### config.mk
export PLATFORM = sky130hd
export DESIGN_NAME = rr_arbiter4
export DESIGN_NICKNAME = d
export VERILOG_FILES = /design/src/rtl/rr_arbiter4.sv
export SDC_FILE = /design/constraint.sdc
export NUM_CORES = 1
export LEC_CHECK = 0
export ABC_AREA = 1
export BUFFER_PORTS_ARGS = -buffer_cell sky130_fd_sc_hd__buf_2
export CORE_ASPECT_RATIO = 0.5
export CORE_MARGIN = 2
export CORE_UTILIZATION = 25
export DETAILED_ROUTE_END_ITERATION = 8
export PLACE_DENSITY = 0.51
export SLEW_MARGIN = 20
export SYNTH_ARGS = -nofsm -noshare
export SYNTH_HDL_FRONTEND = slang
export SYNTH_SLANG_ARGS = --single-unit
### constraint.sdc
create_clock -name clk -period 1.6 [get_ports clk]
set_clock_uncertainty 0.2 [all_clocks]
set_input_delay 0.16 -clock clk [delete_from_list [all_inputs] [get_ports clk]]
set_output_delay 0.16 -clock clk [all_outputs]
set_load 0.03 [all_outputs]
### src/rtl/rr_arbiter4.sv
// rr_arbiter4: four-requester round-robin arbiter with grant hold limit; ports clk, reset, en, req[3:0], done -> gnt[3:0], gnt_idx[1:0], busy, timeout
module rr_arbiter4 #(
  parameter int HOLD_W   = 4,
  parameter int MAX_HOLD = 15
) (
  input  logic       clk,
  input  logic       reset,
  input  logic       en,
  input  logic [3:0] req,
  input  logic       done,
  output logic [3:0] gnt,
  output logic [1:0] gnt_idx,
  output logic       busy,
  output logic       timeout
);
  typedef enum logic {IDLE, GRANT} state_t;
  state_t state, state_n;
  logic [1:0] ptr, ptr_n, idx_n, w, k;
  logic [HOLD_W-1:0] hold_cnt, hold_n;
  logic to_n, release_c;
  always_ff @(posedge clk) begin
    if (reset) begin
      state    <= IDLE;
      ptr      <= '0;
      gnt_idx  <= '0;
      hold_cnt <= '0;
      timeout  <= 1'b0;
    end else begin
      state    <= state_n;
      ptr      <= ptr_n;
      gnt_idx  <= idx_n;
      hold_cnt <= hold_n;
      timeout  <= to_n;
    end
  end
  assign busy = state == GRANT;
  assign gnt  = busy ? 4'b0001 << gnt_idx : 4'b0000;
  always_comb begin
    w = ptr;
    k = ptr;
    // scan from the farthest offset down so the nearest requester after ptr wins
    for (int i = 3; i >= 0; i--) begin
      k = ptr + 2'(i);
      if (req[k]) w = k;
    end
  end
  always_comb begin
    state_n   = state;
    ptr_n     = ptr;
    idx_n     = gnt_idx;
    hold_n    = hold_cnt;
    to_n      = 1'b0;
    release_c = 1'b0;
    if (state == IDLE) begin
      if (en && |req) begin
        state_n = GRANT;
        idx_n   = w;
        hold_n  = '0;
      end
    end else if (done || !req[gnt_idx]) begin
      release_c = 1'b1;
    end else if (hold_cnt == HOLD_W'(MAX_HOLD - 1)) begin
      release_c = 1'b1;
      to_n      = 1'b1;
    end else begin
      hold_n = hold_cnt + 1'b1;
    end
    if (release_c) begin
      state_n = IDLE;
      idx_n   = '0;
      hold_n  = '0;
      ptr_n   = gnt_idx + 2'd1;
    end
  end
endmodule

==> flow_summary.ini <==
[job]
cap_violations = 0

[detailed_routing]
ant_nets = 0
firstDrtPassIters = 4
drc = 0
drt_wl_total_mm = 1.89
vias_per_cell = 4.36
wl_per_cell_microns = 9.77
dr.first_iter.drc_count = 20
vias = 842

[final_layout]
n_antenna_cell = 0
fin_nets = 169
syn_to_final_growth_pct = 31.2
layout-drive-gt1-share_pct = 26.8

[worst_setup_path]
critPathTopFamily = buffers and inverters
cpMaxStageDelayCell = dfxtp_1
start_kind = register
criticalPathCategory = register to output pin
path_cells = buf_4 -> ha_1 -> nand2_1 -> inv_1 -> clkbuf_4
arrival_ns = 1.16
cp_max_fo = 4
required_ns = 1.24
critPathMaxStageDelay_ns = 0.36
crit_path_end_kind = output pin
path_buf_inv = 3

[power]
p_seq_share_pct = 35.5
peakVddDrop_mv = 0.304
power.share.combinational_pct = 33.5
power_leakage_nw = 0.557
cellPowerDensity_nw_per_um2 = 805
intPower_mw = 0.537
sw_frac_of_total_pct = 35.7
total_power_mw = 0.835
p_switching_mw = 0.298
pwr-share-clk_pct = 30.9

[floorplanning]
coreArea_sq_um = 3010
die_x_microns = 83.5
num_rows = 14
dieArea_sq_um = 3660
ios = 16
initial_core_util_pct = 26.2
die_height_microns = 43.8

[clock_network]
clock-sinks = 10
path_clk_slew_ns = 0.05
clk_path_buf_depth = 2
cts_tree = built
clk_latency_ns = 0.23
cts-root-buf = clkbuf_8
htree_levels = 1
numCtsBuffers = 3

[global_routing]
grt_pass1_wl_mm = 2.98
grt_pass1_vias = 721
overflow = 0
antenna_found_initial = 0
track_usage_pct = 10.2
grt_max_degree = 12

[yosys]
mappedNetlistArea_sq_um = 791
yosys.cell_count.top_type = nand2_1
async_flop_share_pct = 0
ys_warn_count = 0
synth.distinct_cells = 22
avgSynthCellArea_sq_um = 6.18
yosys_most_used_dff = dfxtp_1
synth_area_leaders = dfxtp_1 (25%), nand2_1 (19%), ha_1 (9.5%)
synthTopCellsByCount = nand2_1 (40), inv_1 (17), nand3_1 (13), dfxtp_1 (10), nor2_1 (10)
ys_seq_elements = 10
synth_top_area_share_pct = 25.3
synth_edf_count = 0
seq_area_frac_synth_pct = 25.3
postSynthCellCount = 128
synth_nets = 142
yosysTopAreaCell = dfxtp_1

[timing]
worst_pin_slew_ns = 0.345
slew_headroom_pct = 76.9
fin_crit_ns = 1.52
setup_violations = 0
finalMaxSlewViolations = 0
fmax_ghz = 0.659
hold_violations = 0
period_share_pct = 94.9
rsz0062_at_grt = false
worst_slack_ns = 0.0824

[status]
status = finished clean

[min_path]
hold_class = primary input to register

[placed_design]
place.gp.congestion = 0.775
place.port_buffers = 15
place_ws_ns = -0.00351
dpl.hpwl_mm = 1.44
## tightest hold or removal path: cells and delay by family
kind            cells  cell delay (ns)
simple gates        3             0.26
buf+inv             1             0.10
compound gates      1             0.05
## cells by family after synthesis
group                      count (synthesis)  synth area share [%]
DFF                                       10                  25.3
xor gates and xnor gates                   2                  2.22
buffers and inverters                     24                  13.3
AOI/OAI and AO/OA                         15                  10.9
and+or+nand+nor                           71                  38.8
adders and majority gates                  6                  9.49
## metal layers
layer / track usage [%] / vias up / wire length, microns
met1: 12.3 / 373 / 887
met5: 0 / - / 0
met3: 2.48 / 2 / 56
li1: - / 454 / -
met2: 18.9 / 13 / 924
met4: 2.90 / 0 / 16
## cell type report
class	count	area, sq um
fillers	338	1980
flip-flops and latches	10	208
repair buffers	24	150
clock buffers	3	41.3
multi-input cells	95	507
well taps	40	50.0
inverters	21	81.3
## layout by cell type, fill, tap and decap left out
cell	instances
a21oi_1	7
buf_2	14
buf_4	7
clkbuf_4	1
clkbuf_8	3
dfxtp_1	6
dfxtp_2	3
dfxtp_4	1
dlygate4sd3_1	2
ha_1	6
inv_1	17
inv_2	3
inv_4	1
nand2_1	40
nand2_2	3
nand2_4	1
nand3_1	11
nand3_2	3
nand4_1	2
nor2_1	10
nor4_1	1
o211ai_1	3
o21ai_1	4
o21ai_2	1
or2_0	1
xnor2_1	1
xor2_1	1
## power by group through the flow
stage | registers [mW] | clock network (mW) | logic, mW
5_1_grt | 0.300 | 0.285 | 0.314
2_1_floorplan | 0.301 | 0 | 0.192
3_5_place_dp | 0.298 | 0 | 0.260
3_3_place_gp | 0.298 | 0 | 0.260
4_1_cts | 0.295 | 0.267 | 0.267
6_report | 0.297 | 0.258 | 0.280
## path summary, 6_finish.rpt
kind / start / to / slack [ns] / cells past startpoint
max: gnt_idx[1]$_SDFFE_PP0P_ / gnt[2] / 0.08 / 5
min reg2reg: hold_cnt[0]$_SDFFE_PP0P_ / hold_cnt[0]$_SDFFE_PP0P_ / 0.34 / 3
max reg2reg: gnt_idx[0]$_SDFFE_PP0P_ / ptr[1]$_SDFFE_PP0P_ / 0.11 / 8
min: en / hold_cnt[2]$_SDFFE_PP0P_ / 0.19 / 5
## through the flow
stage | cell area, sq um | cells | setup TNS [ns] | utilization, % | hold WS (ns)
3_3_place_gp | 923 | 184 | 0 | 30.6 | 0.159
4_1_cts | 990 | 189 | 0 | 32.8 | 0.190
2_1_floorplan | 792 | 128 | 0 | - | 0.0324
5_1_grt | 1040 | 193 | 0 | 34.4 | 0.210
3_5_place_dp | 923 | 184 | -0.00351 | 30.6 | 0.167
6_report | 1040 | 193 | 0 | 34.4 | 0.191
## flip-flops by register name, indices dropped and copies added, names as in the netlist
register	flops
hold_cnt	4
timeout	1
busy	1
ptr	2
gnt_idx	2
## timing repair
item,4_1_cts,5_1_grt
setup buffers,0,3
hold endpoints to repair,2,0
gates resized for setup,1,7
hold buffers,2,0
gates cloned,0,1
pin swaps,0,2
setup endpoints to repair,1,8
Note: power is estimated with default switching activity, not from simulation.
